<file path="config.mk">
export PLATFORM = sky130hd
export DESIGN_NAME = cajero_controlador_flat
export DESIGN_NICKNAME = d
export VERILOG_FILES = /design/src/rtl/cajero_pkg.sv /design/src/rtl/cajero_controlador_if.sv /design/src/rtl/detector_flanco.sv /design/src/rtl/cajero_controlador.sv /design/src/flat_wrapper.sv
export SDC_FILE = /design/constraint.sdc
export NUM_CORES = 1
export LEC_CHECK = 0
export CORE_AREA = 3 3 166 185
export CTS_BUF_LIST = sky130_fd_sc_hd__clkbuf_16
export CTS_CLUSTER_SIZE = 10
export DETAILED_ROUTE_END_ITERATION = 6
export DIE_AREA = 0 0 169 188
export SYNTH_ARGS = -nofsm -noshare
export SYNTH_HDL_FRONTEND = slang
export SYNTH_SLANG_ARGS = --single-unit
</file>
<file path="constraint.sdc">
create_clock -name CLK -period 4.56 [get_ports CLK]
set_input_delay 0.456 -clock CLK [delete_from_list [all_inputs] [get_ports CLK]]
set_output_delay 0.456 -clock CLK [all_outputs]
set_load 0.01 [all_outputs]
</file>
<file path="src/rtl/cajero_pkg.sv">
// Shared definitions for the ATM controller: widths, parameter defaults,
// FSM state encoding and the balance arithmetic helpers.
package cajero_pkg;

  localparam int PIN_W      = 16;
  localparam int DIGITO_W   = 4;
  localparam int MONTO_W    = 32;
  localparam int BALANCE_W  = 64;
  localparam int INTENTOS_W = 8;

  localparam logic [BALANCE_W-1:0] BALANCE_INICIAL_DEF = 64'd1_000_000_000;
  localparam logic [MONTO_W-1:0]   COMISION_AJENA_DEF  = 32'd100;
  localparam int                   MAX_INTENTOS_DEF    = 3;

  typedef enum logic [2:0] {
    ESPERA_TARJETA,
    INGRESO_PIN,
    VALIDAR_PIN,
    ESPERA_MONTO,
    PROCESAR,
    BLOQUEADO
  } estado_t;

  // Deposit never wraps: the balance clamps at the top of the 64-bit range.
  function automatic logic [BALANCE_W-1:0] suma_saturada(
    input logic [BALANCE_W-1:0] saldo,
    input logic [MONTO_W-1:0]   monto
  );
    logic [BALANCE_W:0] suma;
    suma = {1'b0, saldo} + {{(BALANCE_W-MONTO_W+1){1'b0}}, monto};
    return suma[BALANCE_W] ? {BALANCE_W{1'b1}} : suma[BALANCE_W-1:0];
  endfunction

  function automatic logic [BALANCE_W-1:0] costo_retiro(
    input logic [MONTO_W-1:0] monto,
    input logic               tarjeta_ajena,
    input logic [MONTO_W-1:0] comision
  );
    logic [BALANCE_W-1:0] fee;
    fee = tarjeta_ajena ? {{(BALANCE_W-MONTO_W){1'b0}}, comision} : '0;
    return {{(BALANCE_W-MONTO_W){1'b0}}, monto} + fee;
  endfunction

endpackage

</file>
<file path="src/rtl/cajero_controlador_if.sv">
// Card, keypad and transaction signals of the ATM controller, with the
// driving side (master) and the controller side (slave).
interface cajero_controlador_if;

  logic                            TARJETA_RECIBIDA;
  logic                            TIPO_DE_TARJETA;
  logic [cajero_pkg::PIN_W-1:0]     PIN;
  logic [cajero_pkg::DIGITO_W-1:0]  DIGITO;
  logic                            DIGITO_STB;
  logic                            TIPO_TRANS;
  logic [cajero_pkg::MONTO_W-1:0]   MONTO;
  logic                            MONTO_STB;
  logic                            BALANCE_ACTUALIZADO;
  logic                            ENTREGAR_DINERO;
  logic                            FONDOS_INSUFICIENTES;
  logic                            PIN_INCORRECTO;
  logic                            ADVERTENCIA;
  logic                            BLOQUEO;
  logic [cajero_pkg::BALANCE_W-1:0] BALANCE;

  modport master (
    output TARJETA_RECIBIDA, TIPO_DE_TARJETA, PIN, DIGITO, DIGITO_STB,
           TIPO_TRANS, MONTO, MONTO_STB,
    input  BALANCE_ACTUALIZADO, ENTREGAR_DINERO, FONDOS_INSUFICIENTES,
           PIN_INCORRECTO, ADVERTENCIA, BLOQUEO, BALANCE
  );

  modport slave (
    input  TARJETA_RECIBIDA, TIPO_DE_TARJETA, PIN, DIGITO, DIGITO_STB,
           TIPO_TRANS, MONTO, MONTO_STB,
    output BALANCE_ACTUALIZADO, ENTREGAR_DINERO, FONDOS_INSUFICIENTES,
           PIN_INCORRECTO, ADVERTENCIA, BLOQUEO, BALANCE
  );

endinterface

</file>
<file path="src/rtl/detector_flanco.sv">
// Rising-edge detector: flanco is high for the single cycle in which senal
// is high and was low at the previous clock edge.
module detector_flanco (
  input  logic clk,
  input  logic rst_n,
  input  logic senal,
  output logic flanco
);

  logic senal_q;

  always_ff @(posedge clk or negedge rst_n) begin
    if (!rst_n) senal_q <= 1'b0;
    else        senal_q <= senal;
  end

  assign flanco = senal & ~senal_q;

endmodule

</file>
<file path="src/rtl/cajero_controlador.sv">
// ATM session controller: card insertion, 4-digit PIN entry with lockout,
// and a single deposit or withdrawal per validated PIN.
module cajero_controlador
  import cajero_pkg::*;
#(
  parameter logic [BALANCE_W-1:0] BALANCE_INICIAL = BALANCE_INICIAL_DEF,
  parameter logic [MONTO_W-1:0]   COMISION_AJENA  = COMISION_AJENA_DEF,
  parameter int                   MAX_INTENTOS    = MAX_INTENTOS_DEF
) (
  input logic                 CLK,
  input logic                 RESET,
  cajero_controlador_if.slave bus
);

  estado_t                 estado;
  logic [PIN_W-1:0]        pin_q;
  logic [PIN_W-1:0]        digitos;
  logic [1:0]              n_digitos;
  logic [INTENTOS_W-1:0]   intentos;
  logic                    pin_ok;
  logic [BALANCE_W-1:0]    balance_q;
  logic                    balance_act_q;
  logic                    entregar_q;
  logic                    fondos_q;
  logic                    pin_inc_q;
  logic                    advertencia_q;
  logic                    bloqueo_q;

  logic                    flanco_digito;
  logic                    flanco_monto;
  logic [PIN_W-1:0]        digitos_sig;
  logic [INTENTOS_W-1:0]   intentos_sig;
  logic [BALANCE_W-1:0]    costo;
  logic [BALANCE_W-1:0]    saldo_deposito;

  detector_flanco u_flanco_digito (
    .clk    (CLK),
    .rst_n  (RESET),
    .senal  (bus.DIGITO_STB),
    .flanco (flanco_digito)
  );

  detector_flanco u_flanco_monto (
    .clk    (CLK),
    .rst_n  (RESET),
    .senal  (bus.MONTO_STB),
    .flanco (flanco_monto)
  );

  assign digitos_sig    = {digitos[PIN_W-DIGITO_W-1:0], bus.DIGITO};
  assign intentos_sig   = intentos + 1'b1;
  assign costo          = costo_retiro(bus.MONTO, bus.TIPO_DE_TARJETA, COMISION_AJENA);
  assign saldo_deposito = suma_saturada(balance_q, bus.MONTO);

  // PIN check and transaction are resolved on the strobe edge itself, so the
  // result pulses are visible during the one-cycle VALIDAR_PIN / PROCESAR
  // state that follows; those states then only choose where to go next.
  always_ff @(posedge CLK or negedge RESET) begin
    if (!RESET) begin
      estado        <= ESPERA_TARJETA;
      pin_q         <= '0;
      digitos       <= '0;
      n_digitos     <= '0;
      intentos      <= '0;
      pin_ok        <= 1'b0;
      balance_q     <= BALANCE_INICIAL;
      balance_act_q <= 1'b0;
      entregar_q    <= 1'b0;
      fondos_q      <= 1'b0;
      pin_inc_q     <= 1'b0;
      advertencia_q <= 1'b0;
      bloqueo_q     <= 1'b0;
    end else begin
      // NOTE: non-blocking throughout: every right-hand side sees the value
      // from before this edge, so the pulse defaults below are safely
      // overridden by whichever branch fires later in the block.
      balance_act_q <= 1'b0;
      entregar_q    <= 1'b0;
      fondos_q      <= 1'b0;
      pin_inc_q     <= 1'b0;

      if (estado != BLOQUEADO && !bus.TARJETA_RECIBIDA) begin
        estado <= ESPERA_TARJETA;
      end else begin
        unique case (estado)
          ESPERA_TARJETA: begin
            estado    <= INGRESO_PIN;
            pin_q     <= bus.PIN;
            digitos   <= '0;
            n_digitos <= '0;
          end

          INGRESO_PIN: begin
            if (flanco_digito) begin
              digitos   <= digitos_sig;
              n_digitos <= n_digitos + 2'd1;
              if (n_digitos == 2'd3) begin
                estado <= VALIDAR_PIN;
                pin_ok <= (digitos_sig == pin_q);
                if (digitos_sig == pin_q) begin
                  intentos      <= '0;
                  advertencia_q <= 1'b0;
                end else begin
                  pin_inc_q     <= 1'b1;
                  intentos      <= intentos_sig;
                  advertencia_q <= (intentos_sig == INTENTOS_W'(MAX_INTENTOS - 1));
                end
              end
            end
          end

          VALIDAR_PIN: begin
            n_digitos <= '0;
            if (pin_ok) begin
              estado <= ESPERA_MONTO;
            end else if (intentos >= INTENTOS_W'(MAX_INTENTOS)) begin
              estado    <= BLOQUEADO;
              bloqueo_q <= 1'b1;
            end else begin
              estado <= INGRESO_PIN;
            end
          end

          ESPERA_MONTO: begin
            if (flanco_monto) begin
              estado <= PROCESAR;
              if (!bus.TIPO_TRANS) begin
                balance_q     <= saldo_deposito;
                balance_act_q <= 1'b1;
              end else if (balance_q >= costo) begin
                balance_q     <= balance_q - costo;
                balance_act_q <= 1'b1;
                entregar_q    <= 1'b1;
              end else begin
                fondos_q <= 1'b1;
              end
            end
          end

          PROCESAR:  estado <= ESPERA_TARJETA;

          BLOQUEADO: estado <= BLOQUEADO;

          default:   estado <= ESPERA_TARJETA;
        endcase
      end
    end
  end

  assign bus.BALANCE              = balance_q;
  assign bus.BALANCE_ACTUALIZADO  = balance_act_q;
  assign bus.ENTREGAR_DINERO      = entregar_q;
  assign bus.FONDOS_INSUFICIENTES = fondos_q;
  assign bus.PIN_INCORRECTO       = pin_inc_q;
  assign bus.ADVERTENCIA          = advertencia_q;
  assign bus.BLOQUEO              = bloqueo_q;

endmodule

</file>
<file path="src/flat_wrapper.sv">
// flat-port wrapper written by rule: the top's interface ports become plain ports
module cajero_controlador_flat import cajero_pkg::*;
#(
  parameter logic [BALANCE_W-1:0] BALANCE_INICIAL = BALANCE_INICIAL_DEF,
  parameter logic [MONTO_W-1:0]   COMISION_AJENA  = COMISION_AJENA_DEF,
  parameter int                   MAX_INTENTOS    = MAX_INTENTOS_DEF
)
  (CLK, RESET, bus_TARJETA_RECIBIDA, bus_TIPO_DE_TARJETA, bus_PIN, bus_DIGITO, bus_DIGITO_STB, bus_TIPO_TRANS, bus_MONTO, bus_MONTO_STB, bus_BALANCE_ACTUALIZADO, bus_ENTREGAR_DINERO, bus_FONDOS_INSUFICIENTES, bus_PIN_INCORRECTO, bus_ADVERTENCIA, bus_BLOQUEO, bus_BALANCE);
  cajero_controlador_if bus_i ();
  input logic CLK;
  input logic RESET;
  input wire logic [$bits(bus_i.TARJETA_RECIBIDA)-1:0] bus_TARJETA_RECIBIDA;
  input wire logic [$bits(bus_i.TIPO_DE_TARJETA)-1:0] bus_TIPO_DE_TARJETA;
  input wire logic [$bits(bus_i.PIN)-1:0] bus_PIN;
  input wire logic [$bits(bus_i.DIGITO)-1:0] bus_DIGITO;
  input wire logic [$bits(bus_i.DIGITO_STB)-1:0] bus_DIGITO_STB;
  input wire logic [$bits(bus_i.TIPO_TRANS)-1:0] bus_TIPO_TRANS;
  input wire logic [$bits(bus_i.MONTO)-1:0] bus_MONTO;
  input wire logic [$bits(bus_i.MONTO_STB)-1:0] bus_MONTO_STB;
  output wire logic [$bits(bus_i.BALANCE_ACTUALIZADO)-1:0] bus_BALANCE_ACTUALIZADO;
  output wire logic [$bits(bus_i.ENTREGAR_DINERO)-1:0] bus_ENTREGAR_DINERO;
  output wire logic [$bits(bus_i.FONDOS_INSUFICIENTES)-1:0] bus_FONDOS_INSUFICIENTES;
  output wire logic [$bits(bus_i.PIN_INCORRECTO)-1:0] bus_PIN_INCORRECTO;
  output wire logic [$bits(bus_i.ADVERTENCIA)-1:0] bus_ADVERTENCIA;
  output wire logic [$bits(bus_i.BLOQUEO)-1:0] bus_BLOQUEO;
  output wire logic [$bits(bus_i.BALANCE)-1:0] bus_BALANCE;
  assign bus_i.TARJETA_RECIBIDA = bus_TARJETA_RECIBIDA;
  assign bus_i.TIPO_DE_TARJETA = bus_TIPO_DE_TARJETA;
  assign bus_i.PIN = bus_PIN;
  assign bus_i.DIGITO = bus_DIGITO;
  assign bus_i.DIGITO_STB = bus_DIGITO_STB;
  assign bus_i.TIPO_TRANS = bus_TIPO_TRANS;
  assign bus_i.MONTO = bus_MONTO;
  assign bus_i.MONTO_STB = bus_MONTO_STB;
  assign bus_BALANCE_ACTUALIZADO = bus_i.BALANCE_ACTUALIZADO;
  assign bus_ENTREGAR_DINERO = bus_i.ENTREGAR_DINERO;
  assign bus_FONDOS_INSUFICIENTES = bus_i.FONDOS_INSUFICIENTES;
  assign bus_PIN_INCORRECTO = bus_i.PIN_INCORRECTO;
  assign bus_ADVERTENCIA = bus_i.ADVERTENCIA;
  assign bus_BLOQUEO = bus_i.BLOQUEO;
  assign bus_BALANCE = bus_i.BALANCE;
  cajero_controlador #(.BALANCE_INICIAL(BALANCE_INICIAL), .COMISION_AJENA(COMISION_AJENA), .MAX_INTENTOS(MAX_INTENTOS)) u_core (.CLK(CLK), .RESET(RESET), .bus(bus_i));
endmodule
</file>
# ---- Yosys cells after proc, flatten, opt, wreduce, memory -nomap -nowiden
# Index checks and enable logic that the tools add are counted.
dict set report totals {
  register_bits 114
  out_inout_bits 70
  elab_cells 90
}
dict set report classes {
  add_sub_neg 5
  n_lt_le_gt_ge 2
  eq_ne 13
  mux 36
  n_bitwise 6
  n_reduce_logical 13
}
# op count
set op_table {}
lappend op_table {{64-bit 2-to-1 mux} 3}
lappend op_table {{64-bit by 32-bit adder with 65-bit output} 1}
lappend op_table {{32-bit by 64-bit adder with 64-bit output} 1}
lappend op_table {{64-bit greater-or-equal comparator} 1}
lappend op_table {{64-bit subtractor} 1}
lappend op_table {{12-bit case mux with 2 select lines} 1}
lappend op_table {{1-bit 2-to-1 mux} 20}
lappend op_table {{3-bit 2-to-1 mux} 6}
lappend op_table {{16-bit == test} 1}
lappend op_table {{3-bit case mux with 5 select lines} 1}
lappend op_table {{12-bit 2-to-1 mux} 1}
lappend op_table {{4-bit AND reduction} 3}
lappend op_table {{3-bit by 1-bit != test with 1-bit output, second input constant} 3}
lappend op_table {{3-bit AND reduction} 3}
lappend op_table {{8-bit by 1-bit adder with 8-bit output, second input constant} 1}
lappend op_table {{8-bit by 2-bit == test with 1-bit output, second input constant} 1}
lappend op_table {{8-bit by 2-bit greater-or-equal comparator with 1-bit output, second input constant} 1}
lappend op_table {{8-bit 2-to-1 mux} 1}
lappend op_table {{7-bit 2-to-1 mux} 1}
lappend op_table {{3-bit by 2-bit == test with 1-bit output, second input constant} 2}
lappend op_table {{2-bit by 1-bit != test with 1-bit output, second input constant} 2}
lappend op_table {{1-bit inverter} 4}
lappend op_table {{2-bit case mux with 2 select lines} 1}
lappend op_table {{2-bit nonzero test} 2}
lappend op_table {{12 further kinds} 13}

# ---- Longest topological paths before layout
# Gate-level depths: netlist of the first run.
dict set report depth {
  depth_word 8
  ltp_mapped 23
  ltp_nobuf 21
}

# ---- Hierarchy
# Synthesis of the first run repeated with hierarchy kept, for this count alone.
dict set report hier_totals {
  hier_cells 1356
  hier_area_um2 10769.1
}
# module instances cells_per_inst area_each_um2 seq_area_each_um2
set by_module_without_submodules {}
lappend by_module_without_submodules {cajero_controlador 1 1352 10691.5 2819.0}
lappend by_module_without_submodules {detector_flanco 2 2 38.8 25.0}

# ---- Least setup slack after synthesis of the first run
# OpenSTA, ideal clock, no wires.
dict set report synth_path {
  path_kind {in2reg}
  startpoint {input port bus_MONTO[5]}
  endpoint {register u_core.balance_q[43], in the netlist u_core.bus.BALANCE[43]}
  arrival_ns 4.816
  required_time_ns 4.435
  setup_slack_ns -0.380
  path_stages 18
  n_path_buf 1
  cell_sequence {ha_1 > a41o_1 > a21oi_1 > or3_1 > nor2_1 > nand3_1 > xor2_1 > ha_1 > buf_2 > nand4_1 > nor4_1 > or3b_1 > o2111ai_1 > or4b_4 > nand2_4 > or4b_1 > o22ai_1 > mux2_2}
}
dict set report synth_between {
  elab_chain_len 4
  elab_cells_between_ends 9
  classes_between {3 x add/sub; 1 x order compare; 1 x eq/ne; 3 x mux; 1 x reduce/logical}
}
# item line
set synth_lines {}
lappend synth_lines {{from (decl)} flat_wrapper.sv:18} ;# input wire logic [$bits(bus_i.MONTO)-1:0] bus_MONTO;
lappend synth_lines {{32-bit by 64-bit adder with 64-bit output} cajero_pkg.sv:41} ;# return {{(BALANCE_W-MONTO_W){1'b0}}, monto} + fee;
lappend synth_lines {{64-bit greater-or-equal comparator / 64-bit subtractor (equally long branches)} {cajero_controlador.sv:130, cajero_controlador.sv:131}}
lappend synth_lines {{2-bit by 1-bit != test with 1-bit output (no source line) / 64-bit 2-to-1 mux (equally long branches)} -}
lappend synth_lines {{4-bit AND reduction (no source line) / 64-bit 2-to-1 mux (equally long branches)} -}
lappend synth_lines {{to (signal assigned)} cajero_controlador.sv:128} ;# balance_q <= saldo_deposito;
lappend synth_lines {{to (signal assigned)} cajero_controlador.sv:131} ;# balance_q <= balance_q - costo;
lappend synth_lines {{to (decl)} cajero_controlador.sv:21} ;# logic [BALANCE_W-1:0] balance_q;
# Parallel ways exist; a longest one is shown, timed or not. The select of a mux whose other input is x is not followed.
# A chain may end at the register's enable or synchronous reset.

# ---- Worst setup path after layout of the first run
dict set report layout_path {
  startpoint {input port bus_TIPO_DE_TARJETA}
  endpoint {register u_core.balance_q[43], in the netlist u_core.bus.BALANCE[43]}
}
dict set report layout_between {
  elab_chain_len 5
  elab_cells_between_ends 8
  classes_between {2 x add/sub; 1 x order compare; 1 x eq/ne; 3 x mux; 1 x reduce/logical}
}
# item line
set layout_lines {}
lappend layout_lines {{from (decl)} flat_wrapper.sv:13} ;# input wire logic [$bits(bus_i.TIPO_DE_TARJETA)-1:0] bus_TIPO_DE_TARJETA;
lappend layout_lines {{7-bit 2-to-1 mux (*)} cajero_pkg.sv:40} ;# fee = tarjeta_ajena ? {{(BALANCE_W-MONTO_W){1'b0}}, comision} : '0;
lappend layout_lines {{32-bit by 64-bit adder with 64-bit output (*)} cajero_pkg.sv:41}
lappend layout_lines {{64-bit greater-or-equal comparator / 64-bit subtractor (equally long branches)} {cajero_controlador.sv:130, cajero_controlador.sv:131}}
lappend layout_lines {{2-bit by 1-bit != test with 1-bit output (no source line) / 64-bit 2-to-1 mux (equally long branches)} -}
lappend layout_lines {{4-bit AND reduction (no source line) / 64-bit 2-to-1 mux (equally long branches)} -}
# Every way passes the cells marked *; elsewhere a longest branch is shown, timed or not. The select of a mux whose other input is x is not followed.

==> results of run 1 <==
[synth_stat cells, drive strengths merged (5+ instances only)]
library cell  number  area share, %
nand2            175            6.1
a21oi            118            5.4
nor2             115            3.9
dfrtp            101             23
o21ai             96            4.4
ha                73            8.3
xor2              67            5.4
clkbuf            54            1.9
nand3             52            2.4
nand4             36            2.1
xnor2             36            2.9
mux2              32            3.3
nor3              31            1.6
a21o              29            2.0
inv               28           0.98
o21a              25            1.7
and3              23            1.3
or3               23            1.4
nor4              20            1.3
buf               18            1.0
nor2b             17           0.97
a211oi            16            1.2
a221oi            16            1.4
dfstp             13            3.1
nand2b            13           0.74
o31ai             13           0.89
a31oi             12           0.69
mux2i             11            1.0
o211ai            10           0.69
and4               8           0.66
and2               7           0.40
o22ai              7           0.40
a211o              6           0.48
nor3b              6           0.41
or2                6           0.34
a2111oi            5           0.40
a311oi             5           0.40
o221a              5           0.51
or4                5           0.38
[worst max-delay path by stage]
stage | start | to | slack [ns]
2_1_floorplan | bus_MONTO[2] | u_core.bus.BALANCE[43] | -0.04
3_3_place_gp | bus_TIPO_DE_TARJETA | u_core.bus.BALANCE[43] | -0.96
3_5_place_dp | bus_TIPO_DE_TARJETA | u_core.bus.BALANCE[43] | -1.03
4_1_cts | bus_MONTO[5] | u_core.bus.BALANCE[43] | 0.01
5_1_grt | bus_TIPO_DE_TARJETA | u_core.bus.BALANCE[43] | -0.11
6_report | bus_TIPO_DE_TARJETA | u_core.bus.BALANCE[43] | 0.07
[state kept, by name, summed over array words and instances (netlist names), 2 cells and up]
signal	cells
u_core.digitos	12
u_core.pin_q	16
u_core.estado	3
u_core.n_digitos	2
u_core.intentos	8
u_core.bus.BALANCE	64
[worst max-delay path, cell delays in order]
cell	delay, ns
buf_12	0.11
ha_4	0.28
a41o_1	0.25
a21oi_4	0.08
or3_4	0.41
nor2_4	0.19
nand2_2	0.11
buf_4	0.15
nor2_2	0.11
xnor2_1	0.07
ha_1	0.31
and3_4	0.19
nand4_1	0.19
or3b_4	0.43
o2111ai_2	0.10
or4b_4	0.20
nand2_8	0.08
or4b_4	0.58
o22ai_2	0.20
mux2_4	0.31
[metal layers]
metal	track usage, %	routed length, um
met5	0	0
met4	9.33	1520
met3	3.90	2650
met2	41.0	18800
met1	33.1	17600
[layout make-up]
cell class                      count  area share, %
Tap cell                          374           3.09
Multi-Input combinational cell   1172           52.7
Clock inverter                     15          0.983
Sequential cell                   114           18.9
Inverter                           28          0.711
Timing Repair Buffer              373           20.8
Clock buffer                       17           2.81
[power groups by stage]
stage / clock network [uW] / logic (uW) / registers (uW)
2_1_floorplan: 0 / 281 / 1090
3_3_place_gp: 0 / 526 / 1090
3_5_place_dp: 0 / 530 / 1090
4_1_cts: 1390 / 541 / 1080
5_1_grt: 1430 / 605 / 1080
6_report: 1360 / 550 / 1080
[metrics by stage]
stage / util [%] / hold WS (ns)
final: 51.9 / 0.0588
after detailed placement: 48.9 / 0.478
after CTS: 51.3 / 0.0870
after global routing: 51.9 / 0.109
after global placement: 48.9 / 0.454
after floorplan: - / 0.160
[logic make-up after synthesis]
kind of cell    synth area share, %
simple gates                   24.9
flops                          26.2
mux                            4.30
compound gates                 23.8
buf+inv                        3.84
fa+ha+maj                      8.71
xor+xnor                       8.24
[repair_timing]
action | in CTS | in global routing
endpoints found under the setup margin | 65 | 51
pin swaps | 21 | 21
gates resized for setup | 35 | 38
setup buffers | 4 | 9
==> impl_metrics.json, run 1 <==
{
  "status": "finished, final reports clean",
  "netSwitchingFraction_pct": 30.5,
  "vdd_ir_drop_max_uv": 190,
  "switching_power_uw": 911,
  "p_seq_share_pct": 36.0,
  "place_congestion": 0.988,
  "critPathLaunchType": "input port",
  "report.final.hold_viol_count": 0,
  "cts_hold_buf": 0,
  "num-fill-cells": 2827,
  "dr.pass1.iters": 6,
  "dpl.hpwl_um": 30900,
  "post-route-period-util_pct": 98.4,
  "multi_input_area_sq_mm": 0.00798,
  "worstReg2RegStart": "u_core.bus.BALANCE[1]",
  "async_flop_share_pct": 100,
  "dpl-instance-area_sq_mm": 0.0143,
  "clk_pin_slew_ns": 0.07,
  "synth_cell_types": 85,
  "synth_edf_count": 0,
  "hp-class": "in -> async",
  "synth_area_sq_mm": 0.0109,
  "setup_viol": 0,
  "r2r_end": "u_core.bus.BALANCE[51]",
  "power_uw": 2990,
  "ant_nets": 0,
  "grt_pass1_vias": 12000,
  "p_int_uw": 2080,
  "fin_setup_tns_ns": 0,
  "clock_power_share_pct": 45.6,
  "yosysSeqAreaShare_pct": 26.2,
  "post-route-cell-area_sq_mm": 0.0151,
  "h-tree-depth": 4,
  "dp.cells": 2048,
  "core_sq_mm": 0.0292,
  "globalRouteTotalUtil_pct": 25.0,
  "num_vias": 12100,
  "rr_worst_depth": 12,
  "rows": 66,
  "diodes": 0,
  "clk_latency_ns": 0.44,
  "cts_tree": "done",
  "wl_per_cell_um": 19.4,
  "drcViolationCount": 0,
  "yosys_warnings": 0,
  "clock_path_buffers": 2,
  "p_comb_share_pct": 18.4,
  "drive_above_1_share_pct": 23.7,
  "layout_commonest_cell": "buf_4",
  "powerDensity_mw_per_mm2": 197,
  "clock-skew-final_ns": 0.0144,
  "rsz0062_at_grt": "true",
  "regArea_sq_mm": 0.00287,
  "postSynthCellCount": 1386,
  "slew_headroom_pct": 42.3,
  "synth-seq-cells": 114,
  "maxCapViolations": 0,
  "cts_root_buffer": "clkbuf_16",
  "die-height_um": 188,
  "ios": 129,
  "max_freq_ghz": 0.223,
  "finalNonFillerCells": 2093,
  "crit_type": "in -> reg",
  "clkSinkCount": 114,
  "dieArea_sq_mm": 0.0318,
  "numPortBuffers": 128,
  "crit_arrival_ns": 4.81,
  "antenna_found_initial": 0,
  "setup_ws_ns": 0.0748,
  "initial_utilization_pct": 37.6,
  "syn_avg_cell_area_sq_um": 7.90,
  "cp_max_fo": 7,
  "final_cell_mix": "243 x buf_4, 171 x nand2_1, 117 x clkdlybuf4s50_1, 114 x a21oi_1, 110 x nor2_1",
  "final_max_slew_viol_count": 0,
  "worst_slew_pin_slew_ns": 0.862,
  "grt_max_degree": 61,
  "rrSetupSlack_ns": 0.61,
  "drtIter0Drc": 1152,
  "cp-end-kind": "register",
  "die_w_um": 169,
  "period_needed_ns": 4.49,
  "numCtsBuffers": 17,
  "overflow": 0,
  "routed_wl_um": 40600,
  "pre_cts_ws_ns": -1.03,
  "cellLeakagePower_uw": 0.00677,
  "grt_pass1_wl_um": 63900,
  "synth_nets": 1520,
  "synthFlopType": "dfrtp_1",
  "via_per_inst": 5.76,
  "fin_nets": 1840,
  "required_ns": 4.88,
  "area_growth_pct": 38.3
}
(Power assumes the default switching activity.)
==> run 2, diff against run 1 <==
--- a/config.mk
+++ b/config.mk
@@ -10,6 +10,7 @@
 export CTS_CLUSTER_SIZE = 10
 export DETAILED_ROUTE_END_ITERATION = 6
 export DIE_AREA = 0 0 169 188
+export SLEW_MARGIN = 20
 export SYNTH_ARGS = -nofsm -noshare
 export SYNTH_HDL_FRONTEND = slang
 export SYNTH_SLANG_ARGS = --single-unit
==> results of run 2 <==
Same layout as run 1: the final DEF is identical, and so are final timing and power.
